==> config.mk <==
export PLATFORM = sky130hd
export DESIGN_NAME = prescaler_flat
export DESIGN_NICKNAME = d
export VERILOG_FILES = /design/src/rtl/prescaler_if.sv /design/src/rtl/prescaler.sv /design/src/flat_wrapper.sv
export SDC_FILE = /design/constraint.sdc
export NUM_CORES = 1
export LEC_CHECK = 0
export ABC_CLOCK_PERIOD_IN_PS = 1400
export CORE_MARGIN = 2
export CORE_UTILIZATION = 25
export CTS_CLUSTER_SIZE = 40
export DETAILED_ROUTE_END_ITERATION = 10
export PLACE_DENSITY = 0.48
export SYNTH_ARGS = -nofsm -noshare
export SYNTH_HDL_FRONTEND = slang
export SYNTH_SLANG_ARGS = --single-unit
==> constraint.sdc <==
create_clock -name clk -period 1.4 [get_ports clk]
set_input_delay 0.28 -clock clk [delete_from_list [all_inputs] [get_ports clk]]
set_output_delay 0.28 -clock clk [all_outputs]
set_load 0.01 [all_outputs]
==> src/rtl/prescaler_if.sv <==
// Output bundle of the prescaler: strobe and its running strobe count.
interface prescaler_if;
  logic [3:0] Qount;
  logic       strb;

  modport master (output Qount, output strb);
  modport slave  (input  Qount, input  strb);
endinterface

==> src/rtl/prescaler.sv <==
// Clock prescaler: one-cycle strobe every DIV clocks plus a 4-bit wrapping
// strobe count (0..QMAX) used as a slow time base downstream.
module prescaler #(
  parameter int DIV  = 10,
  parameter int QMAX = 15
) (
  input  logic               clk,
  input  logic               rst,
  prescaler_if.master        bus
);

  // Reject illegal ratios at elaboration time.
  generate
    if (DIV < 1 || DIV > 65535) begin : g_bad_div
      $error("prescaler: DIV must be in 1..65535");
    end
    if (QMAX < 1 || QMAX > 15) begin : g_bad_qmax
      $error("prescaler: QMAX must be in 1..15");
    end
  endgenerate

  // Prescale counter is at least one bit so DIV=1 still has a legal vector.
  localparam int PW = (DIV <= 1) ? 1 : $clog2(DIV);
  localparam logic [PW-1:0] PTC = PW'(DIV - 1);
  localparam logic [3:0]    QTC = 4'(QMAX);

  logic [PW-1:0] pcnt;
  logic [3:0]    qount_q;
  logic          strb_q;
  logic          tc;

  assign tc = (pcnt == PTC);

  // Free-running divider, strobe and strobe count; reset wins over tc.
  always_ff @(posedge clk) begin
    if (rst) begin
      pcnt    <= '0;
      strb_q  <= 1'b0;
      qount_q <= '0;
    end else begin
      pcnt   <= tc ? '0 : pcnt + 1'b1;
      strb_q <= tc;
      if (tc) qount_q <= (qount_q == QTC) ? 4'd0 : qount_q + 4'd1;
    end
  end

  assign bus.strb  = strb_q;
  assign bus.Qount = qount_q;

endmodule

==> src/flat_wrapper.sv <==
// flat-port wrapper written by rule: the top's interface ports become plain ports
module prescaler_flat 
#(
  parameter int DIV  = 10,
  parameter int QMAX = 15
)
  (clk, rst, bus_Qount, bus_strb);
  prescaler_if bus_i ();
  input  logic clk;
  input  logic rst;
  output wire logic [$bits(bus_i.Qount)-1:0] bus_Qount;
  output wire logic [$bits(bus_i.strb)-1:0] bus_strb;
  assign bus_Qount = bus_i.Qount;
  assign bus_strb = bus_i.strb;
  prescaler #(.DIV(DIV), .QMAX(QMAX)) u_core (.clk(clk), .rst(rst), .bus(bus_i));
endmodule
# ---- Yosys cells after proc, flatten, opt, wreduce, memory -nomap -nowiden
# Cells that the tools add are included.
dict set report totals {
  register_bits 9
  inputBits 2
  out_inout_bits 5
  elab_cells 9
}
dict set report classes {
  add_sub_neg 2
  eq_ne 2
  mux 1
  reduce_logical 1
}
# operator n
set op_table {}
lappend op_table {{$add 4x1->4 const B} 2}
lappend op_table {{$eq 4x4->1 const B} 2}
lappend op_table {{$mux 4} 1}
lappend op_table {{$reduce_or 2->1} 1}

# ---- Longest topological paths before layout
# Gate-level depths: netlist (run 1).
dict set report logic_depth {
  depth_word 2
  depth_mapped 5
  depth_no_buf 5
}

# ---- Least setup slack after synthesis (run 1)
# Ideal clock, no wire load.
dict set report synth_path {
  path_kind {flip-flop to flip-flop}
  from {register u_core.pcnt[0]}
  to {register u_core.qount_q[3] (netlist: u_core.bus.Qount[3])}
  t_arrival_ns 1.197
  required_ns 1.326
  path_slack_ns 0.129
  path_stages_with_launch 5
  period_less_slack_ns 1.271
  path_cell_list {dfxtp_1 ha_1 nand3b_4 or3_1 a31oi_1}
}
dict set report synth_via {
  elab_chain_cells 1
}
# item line
set synth_lines {}
lappend synth_lines {{start: declaration} prescaler.sv:27} ;# logic [PW-1:0] pcnt;
lappend synth_lines {{start signal: assignment} prescaler.sv:41} ;# pcnt <= tc ? '0 : pcnt + 1'b1;
lappend synth_lines {{$eq 4x4->1} prescaler.sv:32} ;# assign tc = (pcnt == PTC);
lappend synth_lines {{end signal: assignment} prescaler.sv:43} ;# if (tc) qount_q <= (qount_q == QTC) ? 4'd0 : qount_q + 4'd1;
lappend synth_lines {{end: declaration} prescaler.sv:28} ;# logic [3:0] qount_q;
# Every way passes these cells.
# A chain may end at the register's enable or synchronous reset.

# ---- Worst setup path after layout (run 1)
dict set report layout_path {
  from {register u_core.pcnt[1]}
  to {register u_core.qount_q[3] (netlist: u_core.bus.Qount[3])}
}
# The elaborated chain is that of the path after synthesis.

==> results_dict.tcl, run 1 <==
set metrics [dict create \
    timing.setup.tns_ns 0 \
    fin_crit_sh_pct 93.0 \
    dominant_register_cell_in_the_synthesized_netlist "sky130_fd_sc_hd__dfxtp_1" \
    rows 14 \
    unrepaired_setup_endpoints_after_global_routing "no" \
    worst_hold_path_type "register to register" \
    cellPowerDensity_nw_per_um2 1010 \
    power_leakage_nw 0.255 \
    synth_seq_cells 9 \
    synthesis.yosys.warnings 0 \
    final-hold-violation-count 0 \
    max_slew.worst_pin.slew_ns 0.338 \
    drive_above_1_share_pct 18.9 \
    io_pins 7 \
    detail-route-antenna-nets 0 \
    dieArea_sq_um 1930 \
    report.final.slew_viol_count 0 \
    finalSetupViolations 0 \
    cts_htree_levels 1 \
    setup.worst_path.end_class "register" \
    chipWidth_um 44.0 \
    final_period_minus_worst_setup_slack_ns 1.30 \
    critical_path.cell_chain "inv_1, ha_1, nand3b_4, or3_1, a31oi_1" \
    place.port_buffers 6 \
    netlist_top_cells_area "sky130_fd_sc_hd__dfxtp_1 (45%), sky130_fd_sc_hd__ha_1 (9.4%), sky130_fd_sc_hd__nand2_1 (5.6%)" \
    finClkSkew_ns 0.00462 \
    wl_per_cell_um 10.6 \
    remaining_drc_errors 0 \
    status "finished, final reports clean" \
    vias 322 \
    slowest_delay_ns 0.35 \
    timing.final.ws_setup_ns 0.0975 \
    drtPass1Iterations 3 \
    grt_first_pass_wirelength_um 1250 \
    num-nets-final 59 \
    cts_made_buffers 3 \
    cp-start-kind "register" \
    synth.avg_cell_area_sq_um 9.73 \
    numClockSinks 9 \
    grt_pass1_vias 287 \
    number_of_antenna_violations_at_the_first_check_in_global_routing 0 \
    number_of_synthesized_flops_with_an_enable_pin 0 \
    ys_async_sr_fraction_pct 0 \
    die_height_um 44.0 \
    synthesis.nets 46 \
    syn-instance-count 41 \
    vias_per_cell 4.67 \
    yosys.cell_types.count 18 \
    timing.setup.critical_path_class "register to register" \
    clk_slew_on_worst_s_h_paths_ns 0.06 \
    synth_seq_area_share_pct 45.1 \
    cp_data_required_time_ns 1.59 \
    max_freq_mhz 768 \
    place_ws_ns 0.0750 \
    synth_largest_area_cell "sky130_fd_sc_hd__dfxtp_1" \
    cts-root-buf "sky130_fd_sc_hd__clkbuf_4" \
    num_antenna_cells 0 \
    dp.final_hpwl_um 505 \
    postCtsHoldBufs 0 \
    first_iter_violations 2 \
    ctsLongestPathBuffers 2 \
    globalRoute.totalOverflow 0 \
    clk-insertion-delay-late_ns 0.26 \
    critPathMaxFanout 6 \
    cts_tree "yes" \
    critical-path-slowest-cell "sky130_fd_sc_hd__or3_1" \
    starting_density_of_the_core_pct 26.5 \
    arrival_time_at_the_worst_endpoint_ns 1.49 \
    syn2layout_area_growth_pct 31.0 \
    timing.slew.headroom_pct 77.4 \
    grtUsageTotal_pct 9.51 \
    max-vdd-ir-drop_v 0.000357 \
    core_region_area_sq_um 1510 \
    post-synth-top-area-fraction_pct 45.1 \
    last_weighted_congestion_value_of_the_routability_driven_placer 0.654 \
    timing.max_cap.violations 0 \
    finalWirelength_um 733 \
    syn_area_sq_um 399 \
    grt_max_degree 10 \
]
## worst paths after layout
kind                                          start                  end  slack [ns]  depth (start not counted)
worst max-delay path                 u_core.pcnt[1]  u_core.bus.Qount[3]         0.1                          5
worst min-delay path            u_core.bus.Qount[1]  u_core.bus.Qount[1]        0.50                          2
worst max register to register       u_core.pcnt[1]  u_core.bus.Qount[3]         0.1                          5
worst min register to register  u_core.bus.Qount[1]  u_core.bus.Qount[1]        0.50                          2
## metrics by stage
step	power (mW)	cell area (sq um)	utilization (%)	hold slack, ns	instances
6_report	0.529	523	34.7	0.504	69
3_3_place_gp	0.332	498	33.1	0.498	65
2_1_floorplan	0.311	399	-	0.478	41
4_1_cts	0.542	519	34.5	0.503	69
5_1_grt	0.562	523	34.7	0.548	69
3_5_place_dp	0.331	498	33.1	0.496	65
## placed cells by master (no fill, tap or decap)
cell type / n
sky130_fd_sc_hd__dfxtp_1: 8
sky130_fd_sc_hd__nand2_1: 6
sky130_fd_sc_hd__dlygate4sd2_1: 4
sky130_fd_sc_hd__nand3_1: 3
sky130_fd_sc_hd__nor3_1: 3
sky130_fd_sc_hd__ha_1: 3
sky130_fd_sc_hd__clkbuf_4: 3
sky130_fd_sc_hd__buf_4: 3
sky130_fd_sc_hd__nand4b_1: 2
sky130_fd_sc_hd__nor2_1: 2
sky130_fd_sc_hd__a21oi_1: 2
sky130_fd_sc_hd__a31oi_1: 2
sky130_fd_sc_hd__inv_1: 1
sky130_fd_sc_hd__xor2_1: 1
sky130_fd_sc_hd__and3b_2: 1
sky130_fd_sc_hd__nand3b_4: 1
sky130_fd_sc_hd__or3_1: 1
sky130_fd_sc_hd__or3b_1: 1
sky130_fd_sc_hd__a311o_2: 1
sky130_fd_sc_hd__xnor2_1: 1
sky130_fd_sc_hd__clkbuf_1: 1
sky130_fd_sc_hd__clkdlybuf4s50_1: 1
sky130_fd_sc_hd__dlymetal6s2s_1: 1
sky130_fd_sc_hd__dfxtp_2: 1
## flip-flops by register name, indices dropped and copies added, names as in the netlist
name and flops:
u_core.bus.strb 1, u_core.pcnt 4, u_core.bus.Qount 4
## critical path, delay by kind of cell, from the launching register on
kind / cells / cell delay [ns]
AND/OR/NAND/NOR: 2 / 0.47
AO/OA/AOI/OAI: 1 / 0.15
adder cells (fa/ha/maj): 1 / 0.21
flip-flops: 1 / 0.33
buffers and inverters: 1 / 0.06
## synthesized netlist by cell type, types with 2 or more instances
cell                       instances
sky130_fd_sc_hd__a21oi_1           2
sky130_fd_sc_hd__nand3_1           3
sky130_fd_sc_hd__a31oi_1           2
sky130_fd_sc_hd__nand4b_1          2
sky130_fd_sc_hd__nand2_1           6
sky130_fd_sc_hd__dfxtp_1           9
sky130_fd_sc_hd__ha_1              3
sky130_fd_sc_hd__nor2_1            2
sky130_fd_sc_hd__nor3_1            3
## per-layer routing
layer	GRT usage (%)	wire (um)	share of wire [%]	vias to the layer above
met3	5.00	46	6.3	0
met2	12.4	321	44	7
met1	11.6	365	50	144
met4	7.27	0	0	0
met5	0	0	0	-
li1	-	-	-	171
## final cells by class
class | instances | area, sq um
clock buffers | 4 | 26.3
fillers | 164 | 983
inverters | 1 | 3.75
multi-input cells | 30 | 211
flip-flops and latches | 9 | 181
well taps | 16 | 20.0
repair buffers | 9 | 80.1
## power breakdown
group | switching (mW) | internal, mW | total [mW] | leakage, nW
sequential | 0.0110 | 0.268 | 0.279 | 0.0736
combinational | 0.0218 | 0.0253 | 0.0471 | 0.166
clock | 0.0930 | 0.110 | 0.203 | 0.0150
## cells by family (layout without fill, tap and decap cells)
| logic type | Yosys count | count (layout) | share of synthesized area, % |
|---|---|---|---|
| DFF | 9 | 9 | 45.1 |
| AOI/OAI and AO/OA | 5 | 5 | 8.46 |
| xor gates and xnor gates | 2 | 2 | 4.39 |
| adders and majority gates | 3 | 3 | 9.41 |
| and+or+nand+nor | 20 | 20 | 30.7 |
| buffers and inverters | 2 | 14 | 1.88 |
## what timing repair did
| item | 4_1_cts | 5_1_grt |
|---|---|---|
| buffers inserted | 0 | 0 |
| setup endpoints to repair | 4 | 3 |
| gates resized for setup | 4 | 2 |
| pin swaps | 0 | 0 |
No activity file was read; power rests on OpenSTA's default activity.
==> run 2, diff against run 1 <==
Settings changed: ABC_CLOCK_PERIOD_IN_PS 1400 to 1650, TNS_END_PERCENT set to 1.
Clock period 1.4 ns to 1.65 ns, I/O delays scaled along.
==> run 2 against run 1 <==
  * Final cell count is 4.3% lower
  * Clock power shrank 18%
  * Via count shrank 6.8%
  * Largest power group unchanged
  * Clock skew is 0.00068 ns lower
  * Power fell by 18%
  * Routed wire length fell by 12%
  * Critical endpoint is now bus_Qount[2]
  * Critical path type is now register to output port
==> results_dict.tcl, run 2 (synthesis results as in run 1) <==
set metrics [dict create \
    num-nets-final 56 \
    starting_density_of_the_core_pct 26.5 \
    power.total_uw 435 \
    vias 300 \
    timing.slew.headroom_pct 78.6 \
    critPathMaxFanout 5 \
    first_iter_violations 0 \
    cp-start-kind "register" \
    status "finished, final reports clean" \
    dieArea_sq_um 1930 \
    numClockSinks 9 \
    timing.max_cap.violations 0 \
    critical-path-slowest-cell "sky130_fd_sc_hd__clkdlybuf4s50_1" \
    grtUsageTotal_pct 8.34 \
    postCtsHoldBufs 0 \
    max_freq_mhz 640 \
    unrepaired_setup_endpoints_after_global_routing "no" \
    timing.setup.tns_ns 0 \
    cts_tree "yes" \
    die_height_um 44.0 \
    rows 14 \
    cts_htree_levels 1 \
    grt_first_pass_wirelength_um 1090 \
    final_period_minus_worst_setup_slack_ns 1.56 \
    post_cts_buffers 0 \
    final-hold-violation-count 0 \
    max-vdd-ir-drop_v 0.000547 \
    dpl_cell_area_sq_um 475 \
    power_leakage_nw 0.204 \
    io_pins 7 \
    finClkSkew_ns 0.00395 \
    syn2layout_area_growth_pct 26.0 \
    worst_hold_path_type "register to register" \
    clk_slew_on_worst_s_h_paths_ns 0.06 \
    count_of_cells_resized_by_post_cts_repair 0 \
    number_of_antenna_violations_at_the_first_check_in_global_routing 0 \
    remaining_drc_errors 0 \
    num_antenna_cells 0 \
    grt_max_degree 10 \
    report.final.slew_viol_count 0 \
    max_slew.worst_pin.slew_ns 0.320 \
    globalRoute.totalOverflow 0 \
    arrival_time_at_the_worst_endpoint_ns 1.23 \
    cp_data_required_time_ns 1.32 \
    ctsLongestPathBuffers 2 \
    cellPowerDensity_nw_per_um2 866 \
    critical_path.cell_chain "clkdlybuf4s50_1" \
    timing.final.ws_setup_ns 0.0870 \
    core_region_area_sq_um 1510 \
    drtPass1Iterations 1 \
    place.port_buffers 6 \
    detail-route-antenna-nets 0 \
    slowest_delay_ns 0.57 \
    wl_per_cell_um 9.73 \
    final_cell_mix "sky130_fd_sc_hd__dfxtp_1 (9), sky130_fd_sc_hd__nand2_1 (6), sky130_fd_sc_hd__clkdlybuf4s50_1 (6)" \
    place_ws_ns 0.293 \
    final_area_sq_um 503 \
    crit_family "buffers and inverters" \
    cts_made_buffers 3 \
    clk-insertion-delay-late_ns 0.26 \
    chipWidth_um 44.0 \
    finalWirelength_um 642 \
    fin_crit_sh_pct 94.7 \
    grt_pass1_vias 251 \
    layout_commonest_cell "sky130_fd_sc_hd__dfxtp_1" \
    vias_per_cell 4.55 \
    cts-root-buf "sky130_fd_sc_hd__clkbuf_4" \
    drive_above_1_share_pct 14.0 \
    last_weighted_congestion_value_of_the_routability_driven_placer 0.645 \
    finalSetupViolations 0 \
    timing.setup.critical_path_class "register to output port" \
    path_buf_inv 1 \
    setup.worst_path.end_class "output port" \
]
[run 2: cell types whose count changed in the layout (fill, tap and decap cells not counted), sizes merged]
| cell | change |
|---|---|
| clkinv | +1 |
| dlygate4sd2 | -4 |
| buf | -3 |
| dlymetal6s2s | -1 |
| clkbuf | -1 |
| clkdlybuf4s50 | +5 |
[run 2: stage by stage]
step	instances	utilization, %	hold slack (ns)
6_report	66	33.4	0.503
5_1_grt	66	33.4	0.527
4_1_cts	66	33.4	0.508
3_5_place_dp	62	31.6	0.498
3_3_place_gp	62	31.6	0.498
2_1_floorplan	41	-	0.478
[run 2: worst paths after layout]
check / start / end / slack, ns / cells after the start
worst max-delay path: u_core.bus.Qount[2] / bus_Qount[2] / 0.09 / 1
worst min-delay path: u_core.bus.Qount[1] / u_core.bus.Qount[1] / 0.50 / 2
worst max register to register: u_core.pcnt[0] / u_core.bus.Qount[3] / 0.28 / 4
worst min register to register: u_core.bus.Qount[1] / u_core.bus.Qount[1] / 0.50 / 2
[run 2: layout make-up]
type | count | area, sq um
fillers | 165 | 1000
repair buffers | 6 | 60.1
inverters | 1 | 3.75
well taps | 16 | 20.0
clock buffers | 3 | 22.5
multi-input cells | 30 | 211
flip-flops and latches | 9 | 180
clock inverters | 1 | 5.00
[run 2: routing by layer]
metal	track usage (%)	vias up	share of wire, %
met5	0	-	0
met3	7.50	0	4.4
met4	1.82	0	0
li1	-	164	-
met1	10.6	131	56
met2	10.3	5	39
[run 2: report_power, final]
group	switching [mW]	total (mW)	internal [mW]
clock	0.0765	0.166	0.0893
combinational	0.0145	0.0325	0.0180
sequential	0.0106	0.237	0.226
total	0.102	0.435	0.334
